===== src/rtl/query_pkg.sv =====
// Shared constants, command-word field positions and FSM state encoding for
// the query result writer.
package query_pkg;

  localparam int CMD_W  = 128;
  localparam int DATA_W = 256;

  localparam logic [7:0] OPCODE_PAGE_WRITE = 8'h02;

  // Command word field positions
  localparam int OP_LSB   = 120;
  localparam int OP_W     = 8;
  localparam int N_LSB    = 96;
  localparam int N_W      = 16;
  localparam int BASE_LSB = 0;
  localparam int BASE_W   = 64;

  localparam int PAGE_BEATS_DEFAULT = 128;

  typedef enum logic [2:0] {
    ST_IDLE,
    ST_CMD_RD,
    ST_CMD_LAT,
    ST_DAT_RD,
    ST_DAT_LAT,
    ST_SEND,
    ST_DONE
  } state_t;

endpackage


===== src/rtl/query_cmd_decode.sv =====
// Combinational field extraction and validity check for a 128-bit page command.
module query_cmd_decode
  import query_pkg::*;
#(
  parameter int PAGE_BEATS = PAGE_BEATS_DEFAULT
) (
  input  logic [CMD_W-1:0]  cmd,
  output logic [N_W-1:0]    beats,
  output logic [BASE_W-1:0] base,
  output logic              valid
);

  localparam logic [N_W-1:0] MAX_BEATS = N_W'(PAGE_BEATS);

  logic [OP_W-1:0] opcode;
  logic            unused_cmd_bits;

  assign opcode = cmd[OP_LSB +: OP_W];
  assign beats  = cmd[N_LSB +: N_W];
  assign base   = cmd[BASE_LSB +: BASE_W];

  assign valid = (opcode == OPCODE_PAGE_WRITE) && (beats != '0) && (beats <= MAX_BEATS);

  // Reserved command bits carry no meaning for this block.
  assign unused_cmd_bits = ^{cmd[OP_LSB-1:N_LSB+N_W], cmd[N_LSB-1:BASE_LSB+BASE_W]};

endmodule


===== src/rtl/query_result_writer.sv =====
// Drains page commands and projected data beats, writing each page as a burst
// to memory. Define QUERY_RESULT_WRITER_STATS_EN to add stall/beat counters.
module query_result_writer
  import query_pkg::*;
#(
  parameter int PAGE_BEATS = PAGE_BEATS_DEFAULT,
  parameter int ADDR_W     = 64,
  parameter int BEAT_BYTES = 32
) (
  input  logic              clk,
  input  logic              rst,
  input  logic              query_cmd_finish_fifo_empty,
  output logic              query_cmd_finish_fifo_out_en,
  input  logic [CMD_W-1:0]  query_cmd_finish_fifo_out,
  input  logic              query_data_fifo_empty,
  output logic              query_data_fifo_out_en,
  input  logic [DATA_W-1:0] query_data_fifo_out,
  output logic              mem_wr_valid,
  input  logic              mem_wr_ready,
  output logic [ADDR_W-1:0] mem_wr_addr,
  output logic [DATA_W-1:0] mem_wr_data,
  output logic              mem_wr_last,
  output logic              page_done,
  output logic [31:0]       pages_written,
  output logic              err_bad_cmd,
  output logic              busy
`ifdef QUERY_RESULT_WRITER_STATS_EN
  ,
  output logic [31:0]       stall_cycles,
  output logic [31:0]       beats_written
`endif
);

  state_t              state_q, state_d;
  logic [N_W-1:0]      cmd_beats;
  logic [BASE_W-1:0]   cmd_base;
  logic                cmd_valid;

  logic [ADDR_W-1:0]   addr_q;
  logic [N_W-1:0]      n_q;
  logic [N_W-1:0]      cnt_q;
  logic [DATA_W-1:0]   data_q;
  logic                last_q;
  logic [31:0]         pages_q;
  logic                err_q;

  query_cmd_decode #(
    .PAGE_BEATS (PAGE_BEATS)
  ) u_decode (
    .cmd   (query_cmd_finish_fifo_out),
    .beats (cmd_beats),
    .base  (cmd_base),
    .valid (cmd_valid)
  );

  // NOTE: state and datapath registers use non-blocking assignments only, so
  // every flop samples pre-edge values regardless of block ordering.
  always_ff @(posedge clk or negedge rst) begin
    if (!rst) state_q <= ST_IDLE;
    else      state_q <= state_d;
  end

  // NOTE: all outputs of this block get a default first, so no path can
  // leave one unassigned and infer a latch.
  always_comb begin
    state_d                      = state_q;
    query_cmd_finish_fifo_out_en = 1'b0;
    query_data_fifo_out_en       = 1'b0;
    unique case (state_q)
      ST_IDLE:    if (!query_cmd_finish_fifo_empty) state_d = ST_CMD_RD;
      ST_CMD_RD: begin
        query_cmd_finish_fifo_out_en = 1'b1;
        state_d                      = ST_CMD_LAT;
      end
      ST_CMD_LAT: state_d = cmd_valid ? ST_DAT_RD : ST_IDLE;
      ST_DAT_RD: begin
        query_data_fifo_out_en = !query_data_fifo_empty;
        if (!query_data_fifo_empty) state_d = ST_DAT_LAT;
      end
      ST_DAT_LAT: state_d = ST_SEND;
      ST_SEND:    if (mem_wr_ready) state_d = last_q ? ST_DONE : ST_DAT_RD;
      ST_DONE:    state_d = ST_IDLE;
      default:    state_d = ST_IDLE;
    endcase
  end

  // NOTE: the beat holding registers drive outputs directly and are therefore
  // reset, so the memory port reads all-zero while in reset.
  always_ff @(posedge clk or negedge rst) begin
    if (!rst) begin
      addr_q  <= '0;
      n_q     <= '0;
      cnt_q   <= '0;
      data_q  <= '0;
      last_q  <= 1'b0;
      pages_q <= '0;
      err_q   <= 1'b0;
    end else begin
      unique case (state_q)
        ST_CMD_LAT: begin
          if (cmd_valid) begin
            addr_q <= ADDR_W'(cmd_base);
            n_q    <= cmd_beats;
            cnt_q  <= '0;
          end else begin
            err_q  <= 1'b1;
          end
        end
        ST_DAT_LAT: begin
          data_q <= query_data_fifo_out;
          last_q <= (cnt_q == n_q - N_W'(1));
        end
        ST_SEND: begin
          // Address wraps naturally at the top of the ADDR_W space.
          if (mem_wr_ready) begin
            cnt_q  <= cnt_q + N_W'(1);
            addr_q <= addr_q + ADDR_W'(BEAT_BYTES);
          end
        end
        ST_DONE:  pages_q <= pages_q + 32'd1;
        default: ;
      endcase
    end
  end

  assign mem_wr_valid  = (state_q == ST_SEND);
  assign page_done     = (state_q == ST_DONE);
  assign busy          = (state_q != ST_IDLE);
  assign mem_wr_addr   = addr_q;
  assign mem_wr_data   = data_q;
  assign mem_wr_last   = last_q;
  assign pages_written = pages_q;
  assign err_bad_cmd   = err_q;

`ifdef QUERY_RESULT_WRITER_STATS_EN
  logic [31:0] stall_q;
  logic [31:0] beats_q;

  always_ff @(posedge clk or negedge rst) begin
    if (!rst) begin
      stall_q <= '0;
      beats_q <= '0;
    end else begin
      if (((state_q == ST_SEND) && !mem_wr_ready) ||
          ((state_q == ST_DAT_RD) && query_data_fifo_empty)) begin
        if (stall_q != '1) stall_q <= stall_q + 32'd1;
      end
      if ((state_q == ST_SEND) && mem_wr_ready && (beats_q != '1)) begin
        beats_q <= beats_q + 32'd1;
      end
    end
  end

  assign stall_cycles  = stall_q;
  assign beats_written = beats_q;
`endif

endmodule


===== config.mk =====
export PLATFORM = sky130hd
export DESIGN_NAME = query_result_writer
export DESIGN_NICKNAME = d
export VERILOG_FILES = /design/src/rtl/query_pkg.sv /design/src/rtl/query_cmd_decode.sv /design/src/rtl/query_result_writer.sv
export SDC_FILE = /design/constraint.sdc
export NUM_CORES = 1
export LEC_CHECK = 0
export ABC_CLOCK_PERIOD_IN_PS = 2400
export CORE_AREA = 2 2 291 293
export CTS_CLUSTER_SIZE = 14
export DETAILED_ROUTE_END_ITERATION = 10
export DIE_AREA = 0 0 293 295
export HOLD_SLACK_MARGIN = 0.15
export SLEW_MARGIN = 20
export SYNTH_ARGS = -nofsm -noshare
export SYNTH_HDL_FRONTEND = slang
export SYNTH_SLANG_ARGS = --single-unit

===== constraint.sdc =====
create_clock -name clk -period 2.4 [get_ports clk]
set_clock_uncertainty 0.05 [all_clocks]
set_input_delay 0.72 -clock clk [delete_from_list [all_inputs] [get_ports clk]]
set_output_delay 0.72 -clock clk [all_outputs]
set_load 0.02 [all_outputs]

# Word level (Yosys, flattened, before mapping)
# Index checks and enable logic that the tools add are counted.
# word_totals
regBits	389
elab_cells	51
# classes
addsub	4
reduce_logical	11
magnitude_cmp	1
bitwise	1
mux	14
n_eq_ne	12
# op_table
cell	count
$mux W64	2
$pmux W64 S2	1
$add A64 B6 Y64 const B	1
$add A32 B1 Y32 const B	1
$mux W16	2
$pmux W16 S2	1
$pmux W3 S6	1
$add A16 B1 Y16 const B	1
$eq A16 B16 Y1	1
$le A16 B8 Y1 const B	1
$reduce_bool A16 Y1	1
$sub A16 B1 Y16 const B	1
$mux W3	4
$eq A3 B3 Y1 const B	3
$eq A8 B2 Y1 const B	1
$eq A3 B2 Y1 const B	2
$ne A2 B2 Y1 const B	3
$reduce_and A3 Y1	2
$reduce_and A2 Y1	2
$eq A3 B1 Y1 const B	1
$logic_not A3 Y1	1
$reduce_bool A3 Y1	1
$logic_and A1 B1 Y1	2
$mux W1	2
other kinds (5)	5

# Logic depth before layout (Yosys ltp)
# Gate-level depths: netlist of run 1.
# logic_depth
depth_word	5
ltp_mapped	8
depth_no_buf	8

# Hierarchy
# A second synthesis of run 1 with hierarchy kept.
# unflattened
hier_cells	1511
area_unflattened_um2	17937.2
# modules_own_cells
module	seq_area_each_um2	cells_per_inst	area_per_inst_um2	instances
query_result_writer	9734.3	1421	17254.0	1
query_cmd_decode	0.0	90	683.2	1

# Worst setup path after synthesis of run 1
# OpenSTA, ideal clock, no wires.
# synth_timing
path_kind	reg2reg
start	register addr_q[5] (netlist: mem_wr_addr[5])
end	register addr_q[47] (netlist: mem_wr_addr[47])
setup_time_ns	0.137
t_arrival_ns	2.548
path_slack_ns	-0.335
required_time_ns	2.213
stages_incl_launch_ff	9
synth_period_minus_slack_ns	2.735
cell_sequence	dfrtp_1 > ha_1 > inv_1 > or4_4 > or4_4 > buf_6 > or3_4 > o32ai_2 > a21oi_1
# synth_via
elab_chain_len	3
# synth_lines
item	line	source
start: declaration	query_result_writer.sv:39	logic [ADDR_W-1:0] addr_q;
start signal: assignment	query_result_writer.sv:102	addr_q <= ADDR_W'(cmd_base);
start signal: assignment	query_result_writer.sv:117	addr_q <= addr_q + ADDR_W'(BEAT_BYTES);
$add A64 B6 Y64	query_result_writer.sv:117	
$mux W64	query_result_writer.sv:115	if (mem_wr_ready) begin
$pmux W64 S2	query_result_writer.sv:99	unique case (state_q)
# Every way passes these cells. The select of a mux whose other input is x is not followed.
# A chain may end at the register's enable or synchronous reset.

# Final worst setup path of run 1
# layout_timing
start	register addr_q[9] (netlist: mem_wr_addr[9])
end	register addr_q[47] (netlist: mem_wr_addr[47])
# The elaborated chain is that of the path after synthesis.

==> results of run 1 <==
-- synthesized netlist by cell type, types with 3 or more instances --
cell type and instances:
nand3b_1 3, ha_1 4, a21oi_1 84, inv_1 19, xnor2_1 40, a41oi_1 4
a2bb2oi_1 9, mux2_2 262, nor4_1 14, xor2_1 25, and3_1 12, nand3_1 49
nor2_1 67, nor3b_1 4, a21o_1 3, a211oi_1 4, o22ai_1 22, a31oi_1 11
o31ai_1 10, or3_1 3, o22a_1 12, dfrtp_1 389, or2_2 3, o2111ai_1 3
o21ai_0 48, nand2_1 94, nand4_1 37, and4_1 8, clkbuf_1 72, and2_1 13
or4_1 7, a41o_1 3, nor3_1 18
-- cell type report --
type | count | share of cell area, %
tap | 1080 | 4.73
inverter | 20 | 0.280
antenna | 5 | 0.0438
clock buffer | 62 | 4.77
multi-input combinational | 925 | 24.9
sequential | 389 | 34.1
timing repair buffer | 863 | 29.9
clock inverter | 23 | 1.24
-- sequential cells by signal, summed over array words and instances (netlist names) --
name / cells
cnt_q: 16
err_bad_cmd: 1
mem_wr_addr: 64
mem_wr_data: 256
mem_wr_last: 1
n_q: 16
pages_written: 32
state_q: 3
-- metrics by stage --
stage | cell area (sq um) | hold WS [ns] | cells
detailed placement | 26500 | 0.427 | 3257
floorplan | 17000 | 0.374 | 1408
global route | 28600 | 0.437 | 3363
global placement | 26500 | 0.414 | 3257
finish | 28600 | 0.427 | 3367
CTS | 28100 | 0.430 | 3352
-- power by group through the flow --
stage / Clock (mW) / Sequential (mW) / Combinational, mW
2_1_floorplan: 0 / 14.3 / 4.37
3_3_place_gp: 0 / 11.1 / 16.5
3_5_place_dp: 0 / 11.2 / 16.6
4_1_cts: 8.10 / 11.1 / 16.1
5_1_grt: 8.37 / 11.4 / 16.8
6_report: 7.85 / 11.1 / 16.0
-- kinds of logic (layout without fill, tap and decap cells) --
| kind of cell | count (synthesis) | in the layout |
|---|---|---|
| AOI/OAI and AO/OA | 242 | 242 |
| xor gates and xnor gates | 65 | 65 |
| adders and majority gates | 4 | 4 |
| buffers and inverters | 97 | 968 |
| DFF | 389 | 389 |
| muxes | 263 | 263 |
| other | 0 | 5 |
| and+or+nand+nor | 348 | 351 |
-- worst min-delay path by stage --
stage	start	end	slack (ns)	cells past startpoint
after floorplan	rst	cnt_q[0]	0.37	0
after global placement	err_bad_cmd	err_bad_cmd	0.41	1
after detailed placement	pages_written[31]	pages_written[31]	0.43	1
after CTS	pages_written[31]	pages_written[31]	0.43	1
after global routing	pages_written[31]	pages_written[31]	0.44	1
final	pages_written[31]	pages_written[31]	0.43	1
-- layer usage --
| metal | part of all wire, % | vias to the layer above | global-route usage, % |
|---|---|---|---|
| met5 | 0.078 | - | 0 |
| met4 | 2.7 | 8 | 4.80 |
| met3 | 9.2 | 121 | 4.84 |
| met2 | 50 | 674 | 24.9 |
| met1 | 38 | 7575 | 17.1 |
| li1 | - | 6815 | - |
-- what timing repair did --
item / 4_1_cts / 5_1_grt
gates cloned: 2 / 3
gates resized for setup: 200 / 84
hold buffers: 1 / 0
setup endpoints to repair: 210 / 106
setup buffers: 7 / 7
endpoints found under the hold margin: 20 / 0
pin swaps: 4 / 9
==> results.yml, run 1 <==
floorplan:
  initial_core_util_pct: 20.5
  num_rows: 106
  ios: 748
  core_sq_um: 83200
  die_area_sq_um: 86400
  die_h_um: 295
  dieWidth_um: 293
clock_network:
  cts_buffers: 47
  clk_path_buf_depth: 3
  clkTransAtPathRegs_ns: 0.06
  cts_root_buf: "clkbuf_16"
  cts_max_level: 2
  cts_sinks: 389
  insertion_delay_ns: 0.58
  cts_tree: "done"
synth:
  seq_area_frac_synth_pct: 57.2
  synth_top_family_by_area: "multiplexers"
  synth_area_sq_um: 17000
  synth_fa_ha_area_share_pct: 0.294
  synth_area_leader_cell: "dfrtp_1"
  ys_types: 70
  synth_top_area_share_pct: 57.2
  muxShareOfSynthArea_pct: 17.4
  async_reset_ff_share_pct: 100
  synthCells: 1408
  synth_warnings: 0
  synthFlopType: "dfrtp_1"
  synth_edf_count: 0
  yosys.area_share.simple_pct: 10.5
  syn_area_per_cell_sq_um: 12.1
  syn-num-nets: 1801
  synth_area_leaders: "dfrtp_1, mux2_2, a21oi_1, nand2_1, xnor2_1"
  ys_ff_latch: 389
  synth_compound_area_share_pct: 9.00
  yosys.area_share.xor_xnor_pct: 3.35
sta:
  fin_ws_ns: -0.0701
  rsz0062_at_grt: "yes"
  slew_headroom_pct: 58.3
  finalSetupTns_ns: -0.105
  max_freq_ghz: 0.405
  drv_slew: 0
  setup_viol: 2
  layout_min_cycle_time_ns: 2.47
  worst_slew_pin_slew_ns: 0.619
  timing.final.crit_share_pct: 103
  hold_violations: 0
critical_path:
  endpoint: "mem_wr_addr[47]"
  crit_cells: 6
  crit_fanout: 4
  reg2reg_slack_ns: -0.07
  path_delay_family: "simple AND/OR/NAND/NOR gates"
  cp.buffers_inverters: 0
  start_kind: "flop"
  path_cells: "nand4_1, or4_4, or4_4, or3_4, o32ai_4, a21oi_1"
  worstSetupEndpointType: "flop"
  r2r_cells: 6
  worstSetupPathType: "reg -> reg"
  r2r_start: "mem_wr_addr[9]"
  cp.required_ns: 2.79
  timing.critical_path.mode_cell: "or4_4"
  crit_arrival_ns: 2.86
  crit_start: "mem_wr_addr[9]"
  slowest_delay_ns: 0.56
  r2r-end: "mem_wr_addr[47]"
  crit_slowest_cell: "or4_4"
placed_design:
  dp_hpwl_mm: 50.2
  place_ws_ns: -0.940
  place_congestion: 0.911
  portBuffers: 707
status:
  failed_checks: "negative setup slack"
  status: "finished with violations"
layout:
  area_growth_pct: 68.0
  layout_common_cells: "clkdlybuf4s50_1, dfrtp_1, mux2_2"
  multiInputGateArea_sq_um: 7130
  final_common_cell: "clkdlybuf4s50_1"
  drive_gt1_share_pct: 24.5
  fin_util_pct: 34.4
  nNetsFinal: 2639
  seq_area_sq_um: 9740
  fillers: 8228
global_route:
  grtUsageTotal_pct: 14.5
  grt_antenna_before_repair: 6
  grt_overflow_total: 0
  grt_pass1_wl_mm: 98.0
  grt_max_degree: 86
  grt_pass1_vias: 15897
routing:
  wl_mm: 66.8
  drt_iter0_drc: 807
  postRouteAntennaNets: 0
  post_drt_wl_per_cell_um: 19.8
  drc: 0
  drt-pass1-iter-count: 5
  vias: 15193
  vias_per_cell: 4.51
hold_path:
  hp-class: "reg -> reg"
pwr:
  intPower_mw: 22.0
  p_seq_share_pct: 31.8
  finalPower_mw: 34.9
  clockPowerShare_pct: 22.5
  power_density_nw_per_um2: 1220
  ir_drop_uv: 730
  p_sw_share_pct: 37.0
  netSwitchingPower_mw: 12.9
  comb_power_share_pct: 45.7
  p_leak_nw: 12.5
job:
  cap_violations: 0
Note: power is estimated with default switching activity, not from simulation.
==> run 2: changes to the inputs <==
Settings changed: ABC_CLOCK_PERIOD_IN_PS 2400 to 2100.
Clock period 2.4 ns to 2.1 ns, I/O delays scaled along.
==> results.yml, run 2 (same netlist as run 1, synthesis figures left out) <==
status:
  status: "finished with violations"
  failed_checks: "negative setup slack"
critical_path:
  r2r-end: "mem_wr_addr[47]"
  reg2reg_slack_ns: -0.40
  r2r_start: "mem_wr_addr[10]"
  cp.required_ns: 2.52
  timing.critical_path.mode_cell: "or4_4"
  r2r_cells: 6
  crit_arrival_ns: 2.91
  worstSetupEndpointType: "flop"
  cp.buffers_inverters: 0
  crit_fanout: 3
  start_kind: "flop"
  path_cells: "nand4_1, or4_4, or4_4, or3_4, o32ai_2, a21oi_1"
  crit_slowest_cell: "or4_4"
  slowest_delay_ns: 0.60
  worstSetupPathType: "reg -> reg"
  path_delay_family: "simple AND/OR/NAND/NOR gates"
floorplan:
  die_area_sq_um: 86400
  core_sq_um: 83200
  initial_core_util_pct: 20.5
  dieWidth_um: 293
  ios: 748
  num_rows: 106
  die_h_um: 295
routing:
  postRouteAntennaNets: 0
  drc: 0
  drt-pass1-iter-count: 5
  vias: 15852
  drt_iter0_drc: 709
  wl_mm: 71.0
  post_drt_wl_per_cell_um: 20.4
  vias_per_cell: 4.55
job:
  cap_violations: 0
global_route:
  grt_overflow_total: 0
  grtUsageTotal_pct: 15.3
  grt_antenna_before_repair: 3
  grt_pass1_vias: 16688
  grt_max_degree: 73
  grt_pass1_wl_mm: 103
clock_network:
  clkTransAtPathRegs_ns: 0.06
  cts_sinks: 389
  cts_max_level: 2
  cts_buffers: 49
  insertion_delay_ns: 0.60
  clk_path_buf_depth: 3
  cts_root_buf: "clkbuf_16"
  cts_tree: "done"
layout:
  area_growth_pct: 77.1
  nNetsFinal: 2756
  largest_register_ffs: 256
  fin_util_pct: 36.2
  final_common_cell: "dfrtp_1"
  layout_common_cells: "dfrtp_1, clkdlybuf4s50_1, dlygate4sd2_1"
  drive_gt1_share_pct: 36.4
pwr:
  power_density_nw_per_um2: 1320
  p_leak_nw: 13.2
  ir_drop_uv: 893
placed_design:
  place_ws_ns: -0.819
  place_congestion: 0.891
  dp_hpwl_mm: 51.2
  portBuffers: 707
sta:
  worst_slew_pin_slew_ns: 0.514
  hold_violations: 0
  setup_viol: 81
  fin_ws_ns: -0.396
  timing.final.crit_share_pct: 119
  drv_slew: 0
  layout_min_cycle_time_ns: 2.50
  slew_headroom_pct: 65.7
  rsz0062_at_grt: "yes"
  holdWs_ns: 0.413
  max_freq_ghz: 0.401
hold_path:
  whs_endpoint: "pages_written[31]"
  whs_path_depth: 1
  min_from: "pages_written[31]"
  hp-class: "reg -> reg"
run 2: cell count changes in the layout (fill, tap and decap cells not counted), moves of 21 or more:
cell	previous run	this run
a21oi_1	83	37
a21oi_2	1	40
buf_2	1	33
buf_4	123	191
buf_6	10	40
clkdlybuf4s15_1	0	21
clkdlybuf4s15_2	0	22
clkdlybuf4s50_1	494	328
dlygate4sd2_1	159	275
dlymetal6s2s_1	48	7
run 2: worst max-delay path by stage:
stage	start	to	slack, ns	cells past startpoint
floorplan	mem_wr_addr[5]	mem_wr_addr[47]	-0.44	8
global placement	query_cmd_finish_fifo_out[98]	cnt_q[8]	-0.78	10
detailed placement	query_cmd_finish_fifo_out[98]	mem_wr_addr[52]	-0.82	10
CTS	mem_wr_addr[5]	mem_wr_addr[47]	-0.35	7
global route	mem_wr_addr[7]	mem_wr_addr[47]	-0.42	6
finish	mem_wr_addr[10]	mem_wr_addr[47]	-0.40	6
run 2: worst reg2reg max path, delay by kind of cell, from the launching register on:
family / cells / cell delay, ns
AO/OA/AOI/OAI: 2 / 0.32
flip-flops: 1 / 0.37
AND/OR/NAND/NOR: 4 / 1.63
run 2: cell type report:
cell class                 count  area [sq um]
fill                        8142         53000
sequential                   389          9750
timing repair buffer         981          9390
multi-input combinational    922          7900
clock buffer                  65          1380
tap                         1080          1350
clock inverter                23           263
inverter                      20          76.3
antenna                        3          7.51
run 2: through the flow:
stage | setup TNS [ns] | std cells | instance area (sq um) | power, mW
2_1_floorplan | -1.97 | 1408 | 17200 | 21.4
3_3_place_gp | -63.86 | 3328 | 27100 | 31.8
3_5_place_dp | -67.12 | 3328 | 27100 | 32.1
4_1_cts | -11.07 | 3466 | 29700 | 39.7
5_1_grt | -16.52 | 3481 | 30100 | 41.7
6_report | -10.47 | 3483 | 30100 | 39.7
run 2: timing repair:
item / CTS / global route
hold buffers: 1 / 0
gates cloned: 15 / 4
resized for setup: 739 / 144
pin swaps: 61 / 44
hold endpoints to repair: 19 / 0
buffers inserted: 36 / 27
setup endpoints to repair: 456 / 303
run 2: layer usage:
metal | track usage, % | part of all wire (%) | vias up
met4 | 5.60 | 3.4 | 4
met1 | 18.5 | 39 | 7946
met2 | 26.5 | 50 | 707
met3 | 3.47 | 7.3 | 134
met5 | 0 | 0.030 | -
li1 | - | - | 7061
run 2: power by group:
part	switching [mW]	internal (mW)	total [mW]
clock	3.52	5.12	8.64
combinational	9.90	8.57	18.5
sequential	1.89	10.7	12.6
==> run 3: changes to the inputs <==
Settings changed: SKIP_LAST_GASP set to 1.
==> results.yml, run 3 (same netlist as run 1, synthesis figures left out) <==
status:
  status: "finished with violations"
  failed_checks: "negative setup slack"
clock_network:
  cts_root_buf: "clkbuf_16"
  cts_buffers: 49
  cts_tree: "done"
  clk_path_buf_depth: 3
  clkTransAtPathRegs_ns: 0.06
  cts_sinks: 389
  insertion_delay_ns: 0.60
  cts_max_level: 2
pwr:
  power_density_nw_per_um2: 1320
  ir_drop_uv: 893
  intPower_mw: 24.4
  comb_power_share_pct: 46.7
  p_leak_nw: 13.3
  p_seq_share_pct: 31.6
  clockPowerShare_pct: 21.7
  finalPower_mw: 39.8
  p_sw_share_pct: 38.7
  netSwitchingPower_mw: 15.4
floorplan:
  initial_core_util_pct: 20.5
  die_h_um: 295
  num_rows: 106
  dieWidth_um: 293
  core_sq_um: 83200
  die_area_sq_um: 86400
  ios: 748
placed_design:
  place_congestion: 0.891
  portBuffers: 707
  dp_hpwl_mm: 51.2
  place_ws_ns: -0.819
  place_area_sq_um: 27100
critical_path:
  reg2reg_slack_ns: -0.37
  worstSetupPathType: "reg -> reg"
  cp.buffers_inverters: 1
  path_cells: "nand4_1, or4_4, or4_4, buf_4, o31ai_1, a21oi_1, a21oi_1"
  endpoint: "mem_wr_addr[47]"
  crit_cells: 7
  crit_slowest_cell: "or4_4"
  crit_start: "mem_wr_addr[10]"
  slowest_delay_ns: 0.60
  crit_arrival_ns: 2.93
  path_delay_family: "simple AND/OR/NAND/NOR gates"
  worstSetupEndpointType: "flop"
  cp.required_ns: 2.56
  start_kind: "flop"
  crit_fanout: 8
  r2r_start: "mem_wr_addr[10]"
  r2r_cells: 7
  r2r-end: "mem_wr_addr[47]"
layout:
  area_growth_pct: 77.6
  drive_gt1_share_pct: 36.6
  largest_register_ffs: 256
  fillers: 8121
  fin_area_sq_um: 30200
  nNetsFinal: 2764
  layout_common_cells: "dfrtp_1, clkdlybuf4s50_1, dlygate4sd2_1"
  final_common_cell: "dfrtp_1"
global_route:
  grt_antenna_before_repair: 4
  grt_overflow_total: 0
  grt_max_degree: 73
  grt_pass1_vias: 16709
  grtUsageTotal_pct: 15.3
  grt_pass1_wl_mm: 103
routing:
  vias: 15930
  postRouteAntennaNets: 0
  wl_mm: 72.0
  post_drt_wl_per_cell_um: 20.6
  drt-pass1-iter-count: 5
  drt_iter0_drc: 683
  drc: 0
  vias_per_cell: 4.56
job:
  cap_violations: 0
sta:
  drv_slew: 0
  layout_min_cycle_time_ns: 2.47
  finalSetupTns_ns: -11.48
  slew_headroom_pct: 65.5
  fin_ws_ns: -0.374
  setup_viol: 88
  holdWs_ns: 0.413
  timing.final.crit_share_pct: 118
  rsz0062_at_grt: "yes"
  hold_violations: 0
  worst_slew_pin_slew_ns: 0.518
  max_freq_ghz: 0.404
hold_path:
  hp-class: "reg -> reg"
[run 3: timing repair]
| action | 4_1_cts | 5_1_grt |
|---|---|---|
| endpoints found under the setup margin | 456 | 302 |
| gates resized for setup | 710 | 177 |
| hold buffers | 1 | 0 |
| buffers inserted | 36 | 27 |
| pin swaps | 56 | 51 |
| hold endpoints to repair | 19 | 0 |
| gates cloned | 15 | 10 |
[run 3: how the worst min path moves through the flow]
stage                         to  slack (ns)               from  cells after the start
5_1_grt        pages_written[31]        0.45  pages_written[31]                      1
4_1_cts        pages_written[31]        0.42  pages_written[31]                      1
3_3_place_gp   pages_written[31]        0.41  pages_written[31]                      1
6_report       pages_written[31]        0.41  pages_written[31]                      1
3_5_place_dp   pages_written[31]        0.41  pages_written[31]                      1
2_1_floorplan           cnt_q[0]        0.28                rst                      0
[run 3: worst register-to-register path: stages, from the launching register on]
cell and delay (ns):
dfrtp_2 0.37, nand4_1 0.16, or4_4 0.60, or4_4 0.50, buf_4 0.22, o31ai_1 0.24
a21oi_1 0.11, a21oi_1 0.16
[run 3: area by class of cell]
class / count / area [sq um] / share of cell area (%)
antenna: 4 / 10.0 / 0.0331
clock buffer: 65 / 1380 / 4.56
clock inverter: 23 / 263 / 0.870
inverter: 20 / 76.3 / 0.253
multi-input combinational: 922 / 7860 / 26.0
sequential: 389 / 9750 / 32.3
tap: 1080 / 1350 / 4.47
timing repair buffer: 989 / 9520 / 31.5
[run 3: metal layers]
| layer | global-route usage, % | vias up | wire length, um | part of all wire (%) |
|---|---|---|---|---|
| li1 | - | 7069 | - | - |
| met1 | 18.5 | 7970 | 28300 | 39 |
| met2 | 26.5 | 733 | 35700 | 50 |
| met3 | 3.50 | 154 | 5350 | 7.4 |
| met4 | 5.69 | 4 | 2690 | 3.7 |
| met5 | 0 | - | 21 | 0.029 |
[run 3: per-stage QoR]
stage          util [%]  instances
2_1_floorplan         -       1408
3_3_place_gp       32.6       3328
3_5_place_dp       32.6       3328
4_1_cts            35.6       3466
5_1_grt            36.3       3490
6_report           36.3       3492
[run 3: power by group through the flow]
stage	clock, mW	sequential [mW]	combinational [mW]
final	8.64	12.6	18.6
after floorplan	0	16.4	5.03
after global placement	0	12.6	19.2
after detailed placement	0	12.7	19.4
after CTS	8.89	12.6	18.1
after global routing	9.25	13.0	19.5
